[src/rtl/stat_bist_pkg.sv]
// ---------------------------------------------------------------------------
// stat_bist_pkg
// Shared definitions for the Stat benchmark self-test controller:
//   WIDTH        - datapath width of pattern generator and signature register
//   POLY         - Galois feedback taps for x^32+x^22+x^2+x+1
//   bist_state_t - controller state encoding
//   eff_seed()   - maps an all-zero seed to 1 (zero is a lock-up state)
//   galois_step()- one shift of the Galois register with an XOR-in word
// ---------------------------------------------------------------------------
package stat_bist_pkg;

  localparam int unsigned WIDTH = 32;
  localparam logic [WIDTH-1:0] POLY = 32'h0040_0007;

  typedef enum logic [1:0] {
    IDLE   = 2'd0,
    SETTLE = 2'd1,
    RUN    = 2'd2,
    DONE   = 2'd3
  } bist_state_t;

  function automatic logic [WIDTH-1:0] eff_seed(input logic [WIDTH-1:0] s);
    return (s == '0) ? {{(WIDTH-1){1'b0}}, 1'b1} : s;
  endfunction

  function automatic logic [WIDTH-1:0] galois_step(input logic [WIDTH-1:0] s,
                                                   input logic [WIDTH-1:0] din);
    return {s[WIDTH-2:0], 1'b0} ^ (s[WIDTH-1] ? POLY : '0) ^ din;
  endfunction

endpackage

[src/rtl/stat_bist_ctrl_lfsr.sv]
// ---------------------------------------------------------------------------
// stat_lfsr32
// Galois shift register used both as the pattern LFSR (din tied to 0) and as
// the output-compacting MISR (din = benchmark outputs).
// Ports:
//   clk      in   clock, rising edge
//   rst      in   synchronous active-high reset to RESET_VAL
//   load     in   load load_val (has priority over en)
//   load_val in   WIDTH value to load
//   en       in   advance one step, absorbing din
//   din      in   WIDTH word XORed into the next state
//   q        out  WIDTH current register contents
// ---------------------------------------------------------------------------
module stat_lfsr32
  import stat_bist_pkg::*;
#(
  parameter logic [WIDTH-1:0] RESET_VAL = '0
) (
  input  logic             clk,
  input  logic             rst,
  input  logic             load,
  input  logic [WIDTH-1:0] load_val,
  input  logic             en,
  input  logic [WIDTH-1:0] din,
  output logic [WIDTH-1:0] q
);

  logic [WIDTH-1:0] val_q;
  logic [WIDTH-1:0] val_d;

  always_comb begin
    val_d = val_q;
    if (load) begin
      val_d = load_val;
    end else if (en) begin
      val_d = galois_step(val_q, din);
    end
  end

  always_ff @(posedge clk) begin
    if (rst) begin
      val_q <= RESET_VAL;
    end else begin
      val_q <= val_d;
    end
  end

  assign q = val_q;

endmodule

[src/rtl/stat_bist_ctrl.sv]
// ---------------------------------------------------------------------------
// stat_bist_ctrl
// Self-test controller for the 32-in/32-out Stat benchmark netlists. Drives
// the benchmark inputs from an LFSR, compacts its outputs in a MISR and, after
// NUM_PATTERNS captures, publishes the signature and its golden compare.
//
// Build option: define STAT_BIST_SETTLE_EN to hold each pattern for
// SETTLE_CYCLES extra cycles before it is captured.
//
// Ports:
//   clk     in   clock, rising edge
//   rst     in   synchronous active-high reset
//   start   in   session request, honoured only in IDLE
//   pat_out out  32 pattern to benchmark inputs (bit 0 = n1), registered
//   dut_in  in   32 benchmark outputs (bit 0 = first output)
//   busy    out  session in progress (SETTLE or RUN)
//   done    out  one-cycle pulse when sig/pass become valid
//   sig     out  32 final MISR signature, cleared on accepted start
//   pass    out  sig == GOLDEN, held with sig
//
// state  | meaning
// IDLE   | waiting for start; outputs hold previous session results
// SETTLE | pattern on pat_out, waiting for the benchmark to settle
// RUN    | capture cycle: MISR absorbs dut_in, LFSR and counter advance
// DONE   | signature valid, done pulse
// ---------------------------------------------------------------------------
module stat_bist_ctrl
  import stat_bist_pkg::*;
#(
  parameter logic [WIDTH-1:0] SEED          = 32'h0000_0001,
  parameter int unsigned      NUM_PATTERNS  = 1024,
  parameter logic [WIDTH-1:0] GOLDEN        = 32'h0000_0000,
  parameter int unsigned      SETTLE_CYCLES = 2
) (
  input  logic             clk,
  input  logic             rst,
  input  logic             start,
  output logic [WIDTH-1:0] pat_out,
  input  logic [WIDTH-1:0] dut_in,
  output logic             busy,
  output logic             done,
  output logic [WIDTH-1:0] sig,
  output logic             pass
);

  localparam int unsigned      CW        = $clog2(NUM_PATTERNS + 1);
  localparam logic [CW-1:0]    CNT_LAST  = CW'(NUM_PATTERNS - 1);
  localparam int unsigned      SW        = $clog2(SETTLE_CYCLES + 1);
  localparam logic [SW-1:0]    SETTLE_LD = SW'(SETTLE_CYCLES - 1);
  localparam logic [WIDTH-1:0] SEED_EFF  = eff_seed(SEED);

  // State entered whenever a new pattern appears on pat_out.
`ifdef STAT_BIST_SETTLE_EN
  localparam bist_state_t PAT_STATE = SETTLE;
`else
  localparam bist_state_t PAT_STATE = RUN;
`endif

  bist_state_t      state_q, state_d;
  logic [CW-1:0]    cnt_q, cnt_d;
  logic [SW-1:0]    settle_q, settle_d;
  logic [WIDTH-1:0] pat_q, pat_d;
  logic [WIDTH-1:0] sig_q, sig_d;
  logic             pass_q, pass_d;

  logic             gen_load, gen_en;
  logic             cmp_load, cmp_en;
  logic [WIDTH-1:0] lfsr_q;
  logic [WIDTH-1:0] misr_q;
  logic [WIDTH-1:0] misr_nxt;

  stat_lfsr32 #(
    .RESET_VAL (SEED_EFF)
  ) u_lfsr (
    .clk      (clk),
    .rst      (rst),
    .load     (gen_load),
    .load_val (SEED_EFF),
    .en       (gen_en),
    .din      ('0),
    .q        (lfsr_q)
  );

  stat_lfsr32 #(
    .RESET_VAL ('0)
  ) u_misr (
    .clk      (clk),
    .rst      (rst),
    .load     (cmp_load),
    .load_val ('0),
    .en       (cmp_en),
    .din      (dut_in),
    .q        (misr_q)
  );

  // Value the MISR takes at the end of a capture cycle; the last capture
  // publishes it directly so sig is valid in the DONE cycle itself.
  assign misr_nxt = galois_step(misr_q, dut_in);

  always_comb begin
    state_d  = state_q;
    cnt_d    = cnt_q;
    settle_d = settle_q;
    pat_d    = pat_q;
    sig_d    = sig_q;
    pass_d   = pass_q;
    gen_load = 1'b0;
    gen_en   = 1'b0;
    cmp_load = 1'b0;
    cmp_en   = 1'b0;

    unique case (state_q)
      IDLE: begin
        if (start) begin
          gen_load = 1'b1;
          cmp_load = 1'b1;
          cnt_d    = '0;
          settle_d = SETTLE_LD;
          pat_d    = SEED_EFF;
          sig_d    = '0;
          pass_d   = 1'b0;
          state_d  = PAT_STATE;
        end
      end

      SETTLE: begin
        if (settle_q == '0) begin
          state_d = RUN;
        end else begin
          settle_d = settle_q - SW'(1);
        end
      end

      RUN: begin
        gen_en = 1'b1;
        cmp_en = 1'b1;
        cnt_d  = cnt_q + CW'(1);
        if (cnt_q == CNT_LAST) begin
          // pat_out keeps the last pattern until the next session.
          sig_d   = misr_nxt;
          pass_d  = (misr_nxt == GOLDEN);
          state_d = DONE;
        end else begin
          pat_d    = galois_step(lfsr_q, '0);
          settle_d = SETTLE_LD;
          state_d  = PAT_STATE;
        end
      end

      DONE: begin
        state_d = IDLE;
      end

      default: begin
        state_d = IDLE;
      end
    endcase
  end

  always_ff @(posedge clk) begin
    if (rst) begin
      state_q  <= IDLE;
      cnt_q    <= '0;
      settle_q <= '0;
      pat_q    <= '0;
      sig_q    <= '0;
      pass_q   <= 1'b0;
    end else begin
      state_q  <= state_d;
      cnt_q    <= cnt_d;
      settle_q <= settle_d;
      pat_q    <= pat_d;
      sig_q    <= sig_d;
      pass_q   <= pass_d;
    end
  end

  assign pat_out = pat_q;
  assign busy    = (state_q == RUN) || (state_q == SETTLE);
  assign done    = (state_q == DONE);
  assign sig     = sig_q;
  assign pass    = pass_q;

endmodule

[config.mk]
export PLATFORM = sky130hd
export DESIGN_NAME = stat_bist_ctrl
export DESIGN_NICKNAME = d
export VERILOG_FILES = /design/src/rtl/stat_bist_pkg.sv /design/src/rtl/stat_bist_ctrl_lfsr.sv /design/src/rtl/stat_bist_ctrl.sv
export SDC_FILE = /design/constraint.sdc
export NUM_CORES = 1
export LEC_CHECK = 0
export ABC_AREA = 1
export CORE_MARGIN = 5
export CORE_UTILIZATION = 52
export CTS_BUF_LIST = sky130_fd_sc_hd__clkbuf_2 sky130_fd_sc_hd__clkbuf_4 sky130_fd_sc_hd__clkbuf_8
export CTS_CLUSTER_SIZE = 30
export DETAILED_ROUTE_END_ITERATION = 8
export GPL_TIMING_DRIVEN = 0
export PLACE_DENSITY = 0.79
export SETUP_SLACK_MARGIN = 0.02
export SLEW_MARGIN = 20
export SYNTH_ARGS = -nofsm -noshare
export SYNTH_HDL_FRONTEND = slang
export SYNTH_HIERARCHICAL = 1
export SYNTH_SLANG_ARGS = --single-unit
[constraint.sdc]
create_clock -name clk -period 1.8 [get_ports clk]
set_input_delay 0.36 -clock clk [delete_from_list [all_inputs] [get_ports clk]]
set_output_delay 0.36 -clock clk [all_outputs]
set_load 0.05 [all_outputs]
; ---- Word-level counts from Yosys, hierarchy flattened
; Index checks and enable logic that the tools add are counted.
; W data, S select, Z words.
[op_classes]
add_sub_neg = 2
n_eq_ne = 9
muxes = 24
bitwise = 3
n_reduce_logical = 12
[op_table]
columns = operator, count
row1 = $mux W32, 4
row2 = $pmux W32 S2, 2
row3 = $xor A32 B23 Y32, 2
row4 = $mux W23, 2
row5 = $logic_not A32 Y1, 1
row6 = $xor A32 B32 Y32, 1
row7 = $pmux W11 S2, 1
row8 = $add A11 B1 Y11 const B, 1
row9 = $eq A11 B10 Y1 const B, 1
row10 = $mux W11, 1
row11 = $mux W2, 5
row12 = $ne A2 B2 Y1 const B, 5
row13 = $pmux W2 S4, 1
row14 = $mux W1, 6
row15 = $pmux W2 S3, 1
row16 = $reduce_and A3 Y1, 2
row17 = $eq A2 B2 Y1 const B, 2
row18 = $logic_not A2 Y1, 2
row19 = $reduce_and A2 Y1, 2
row20 = $reduce_and A4 Y1, 1
row21 = $reduce_bool A3 Y1, 1
row22 = $eq A2 B1 Y1 const B, 1
row23 = $pmux W1 S2, 1
row24 = $reduce_bool A2 Y1, 1
row25 = 3 further kinds, 3
[totals]
regBits = 144
input_bits = 35
out_inout_bits = 67
elab_cells = 58

; ---- Longest topological paths before layout
[depth]
depth_word = 6
ltp_mapped = 12

; ---- Modules after synthesis
; Netlist, hierarchy kept.
[modules_own_cells]
columns = mod, instances, cells_each, area_each_um2
row1 = stat_bist_ctrl, 1, 651, 4078.9
row2 = stat_lfsr32 at u_lfsr, 1, 199, 1662.8
row3 = stat_lfsr32 at u_misr, 1, 198, 1656.6

; ---- Least setup slack after synthesis
; No wires, ideal clock.
[synth_path]
kind = reg2reg
start = register state_q[0]
end = register cnt_q[9]
arrival_time_ns = 1.755
t_required_ns = 1.674
path_slack_ns = -0.081
stages_incl_launch_ff = 10
n_path_buf = 0
synth_period_minus_slack_ns = 1.881
cell_sequence = dfxtp_1 > inv_1 > ha_1 > inv_2 > o21ai_4 > nand3_2 > nor2_1 > nand2_1 > o21ai_0 > a21oi_1
[synth_via]
elab_chain_cells = 3
elab_cells_between_ends = 6
[synth_lines]
columns = element, line
row1 = from (decl), stat_bist_ctrl.sv:59  ; bist_state_t state_q, state_d;
row2 = from (signal assigned), stat_bist_ctrl.sv:169  ; state_q <= state_d;
row3 = $eq A2 B2 Y1 or $logic_not A2 Y1 (tied branches), stat_bist_ctrl.sv:112  ; unique case (state_q)
row4 = $reduce_bool A2 Y1 (no line) or $ne A2 B2 Y1 (tied branches), --
row5 = $reduce_and A2 Y1 (no line), --
row6 = to (signal assigned), stat_bist_ctrl.sv:170  ; cnt_q <= cnt_d;
row7 = to (decl), stat_bist_ctrl.sv:60  ; logic [CW-1:0] cnt_q, cnt_d;
; Several ways; a longest one is shown, not always the timed one.
; A chain may end at the register's enable or synchronous reset.

; ---- Worst setup path in the final report
[layout_path]
start = register cnt_q[1]
end = register sig_q[28], in the netlist sig[28]
[layout_via]
elab_chain_cells = 3
[layout_lines]
columns = element, line
row1 = $eq A11 B10 Y1, stat_bist_ctrl.sv:138  ; if (cnt_q == CNT_LAST) begin
row2 = $ne A2 B2 Y1 (no line), --
row3 = $reduce_and A3 Y1 (no line), --
row4 = to (signal assigned), stat_bist_ctrl.sv:173  ; sig_q <= sig_d;
row5 = to (decl), stat_bist_ctrl.sv:63  ; logic [WIDTH-1:0] sig_q, sig_d;
; No other way between the ends.

==> flow_metrics.py <==
metrics = {
    "pwr": {
        "p_switching_mw": 3.05,
        "sw_frac_of_total_pct": 34.0,
        "p_per_area_mw_per_mm2": 911,
        "combPwrFrac_pct": 26.2,
        "peakVddDrop_uv": 490,
        "power_frac_seq_pct": 41.5,
        "power.internal_mw": 5.93,
        "clockPowerShare_pct": 32.4,
        "total_power_mw": 8.98,
        "p_leak_nw": 4.76,
    },
    "yosys": {
        "yosys-top-cells-area": "dfxtp_1 (39%), nand2_1 (16%), a21oi_1 (8.4%)",
        "avgSynthCellArea_um2": 7.06,
        "synth_cells": 1048,
        "synth_largest_area_cell": "dfxtp_1",
        "yosys_warnings": 6,
        "yosys_register_bits": 144,
        "ys_types": 29,
        "netlist_area_mm2": 0.00740,
        "yosys.area.top_type_share_pct": 39.0,
        "seq_area_frac_synth_pct": 39.0,
    },
    "sta": {
        "finalMaxSlewViolations": 0,
        "fin_setup_tns_ps": 0,
        "worstMarginPinSlew_ps": 798,
        "rsz0062_at_grt": "true",
        "setup_slack_ps": 24.6,
        "setup_viol": 0,
        "fin_crit_sh_pct": 98.6,
        "finalCriticalPeriod_ps": 1780,
        "fmax_ghz": 0.563,
        "hold_violations": 0,
        "whs_ps": 460,
        "slew-limit-headroom_pct": 46.8,
        "fin_skew_ps": 12.6,
    },
    "global_route": {
        "grt_max_degree": 17,
        "grt_overflow_total": 0,
        "globalRouteTotalUtil_pct": 23.0,
        "grt_antenna_before_repair": 0,
        "grt_pass1_vias": 6712,
        "grt_pass1_wl_um": 31100,
    },
    "floorplanning": {
        "ios": 102,
        "start_util_pct": 53.1,
        "core_area_mm2": 0.0139,
        "fp.dieH_um": 129,
        "die-area_mm2": 0.0167,
        "dieWidth_um": 129,
        "rows": 43,
    },
    "critical_path": {
        "worstPathMaxFanout": 8,
        "crit_path_cell_trace": "ha_4 > nand2_4 > nor2_4 > nand2_2 > nor2_4 > nand3_4 > nor2_4 > buf_12 > buf_8 > nand2_1 > a21oi_2",
        "path_delay_family": "simple AND/OR/NAND/NOR gates",
        "path_class": "flip-flop to flip-flop",
        "cp_slowest_cell": "dfxtp_2",
        "crit_required_ps": 2180,
        "crit_path_max_incr_delay_ps": 370,
        "start_kind": "flip-flop",
        "cp.arrival_ps": 2150,
        "cp_common_cell": "nor2_4",
        "endpoint_kind": "flip-flop",
        "crit_buf_inv": 2,
    },
    "route": {
        "vias": 7141,
        "wirelength_met1_um": 8730,
        "drc": 0,
        "drtAntennaViolNets": 0,
        "route.met2.wl_um": 8930,
        "routed.top_layer": "met4",
        "post_drt_via_cell_ratio": 4.80,
        "drt_iter0_markers": 464,
        "finalWirelength_um": 19000,
        "wl_met3_um": 1120,
        "firstDrtPassIters": 7,
        "wl_per_cell_um": 12.8,
    },
    "place": {
        "pre_cts_ws_ps": -902,
        "place_area_mm2": 0.00901,
        "dp_hpwl_um": 12900,
        "placedCellCount": 1429,
        "port-buffer-count": 101,
        "gp_congestion": 0.803,
    },
    "clocking": {
        "cts_max_path_buffers": 2,
        "clock_latency_ps": 460,
        "cts_buffers": 17,
        "path_clk_slew_ps": 80,
        "clock-sinks": 144,
        "tritoncts": "built",
        "root_buffer": "clkbuf_8",
        "cts_max_level": 4,
    },
    "flow_run": {
        "maxCapViolCount": 0,
    },
    "layout": {
        "synthToLayoutAreaGrowth_pct": 33.3,
        "final_cell_count_no_fill": 1487,
        "stdcell_area_mm2": 0.00986,
        "post-route-util_pct": 70.8,
        "layout_common_cells": "nand2_1 (311), dfxtp_1 (140), inv_1 (117), a21oi_1 (115), conb_1 (102)",
        "mostFrequentLayoutCell": "nand2_1",
        "drive_gt1_share_pct": 11.7,
        "nNetsFinal": 1336,
        "diodes": 0,
    },
    "outcome": {
        "status": "finished, final reports clean",
    },
    "hold_path": {
        "hp-class": "flip-flop to flip-flop",
    },
}
==> logic make-up (layout without fill, tap and decap cells) <==
logic type	count (synthesis)	count (layout)	synth area share, %
xor+xnor	62	62	7.34
fa+ha+maj	7	7	1.18
compound gates	222	222	17.6
flops	144	144	39.0
simple gates	439	439	23.8
buf+inv	172	331	11.0
other cells	2	102	0.102
==> state kept, by name, indices dropped and copies added (netlist names) <==
name,flops
state_q,2
settle_q,2
u_lfsr/q,32
cnt_q,11
sig,32
u_misr/q,32
pat_out,32
pass,1
==> synthesized netlist by cell type (all sizes together) <==
library cell and count:
xnor2 3, a22oi 63, dfxtp 144, ha 7, nand3 25, nand2 322
clkbuf 18, nor2 86, a21oi 128, nor3 4, conb 2, buf 30
o21ai 31, or2 2, xor2 59, inv 124
==> cell type report <==
| class | count | area [um2] |
|---|---|---|
| Tap cell | 180 | 225 |
| Timing Repair Buffer | 127 | 1190 |
| Sequential cell | 144 | 2890 |
| Clock inverter | 14 | 206 |
| Inverter | 124 | 478 |
| Clock buffer | 18 | 248 |
| Fill cell | 1158 | 4080 |
| Multi-Input combinational cell | 832 | 4220 |
| Buffer | 48 | 393 |
==> per-layer routing <==
layer  vias up  track usage, %
met4         0            5.87
li1       3713               -
met1      3229            30.6
met5         -               0
met2       179            37.4
met3        20            5.77
==> tightest hold or removal path, delay by kind of cell, from the launching register on <==
| family | cells | cell delay, ps |
|---|---|---|
| AO/OA/AOI/OAI | 1 | 50 |
| AND/OR/NAND/NOR | 1 | 60 |
| flip-flops | 1 | 310 |
==> power groups by stage <==
stage / logic (mW) / registers, mW / clock network, mW
2_1_floorplan: 1.32 / 4.06 / 0
3_3_place_gp: 2.18 / 3.78 / 0
3_5_place_dp: 2.22 / 3.79 / 0
4_1_cts: 2.26 / 3.72 / 2.94
5_1_grt: 2.61 / 3.76 / 3.11
6_report: 2.35 / 3.72 / 2.91
==> worst paths after layout <==
kind / slack, ps / from / depth (start not counted) / endpoint
worst min register to register: 460 / sig[6]$_SDFFE_PP0P_ / 2 / sig[6]$_SDFFE_PP0P_
worst max-delay path: 20 / cnt_q[1]$_SDFFE_PP0P_ / 11 / sig[28]$_SDFFE_PP0P_
worst min-delay path: 460 / sig[6]$_SDFFE_PP0P_ / 2 / sig[6]$_SDFFE_PP0P_
worst max register to register: 20 / cnt_q[1]$_SDFFE_PP0P_ / 11 / sig[28]$_SDFFE_PP0P_
==> timing repair <==
item                       in CTS  in global routing
gates cloned                    2                  1
hold buffers                    0                  0
setup endpoints to repair     207                131
gates resized for setup       105                 54
buffers inserted               12                 11
pin swaps                       6                 22
(Power assumes the default switching activity.)
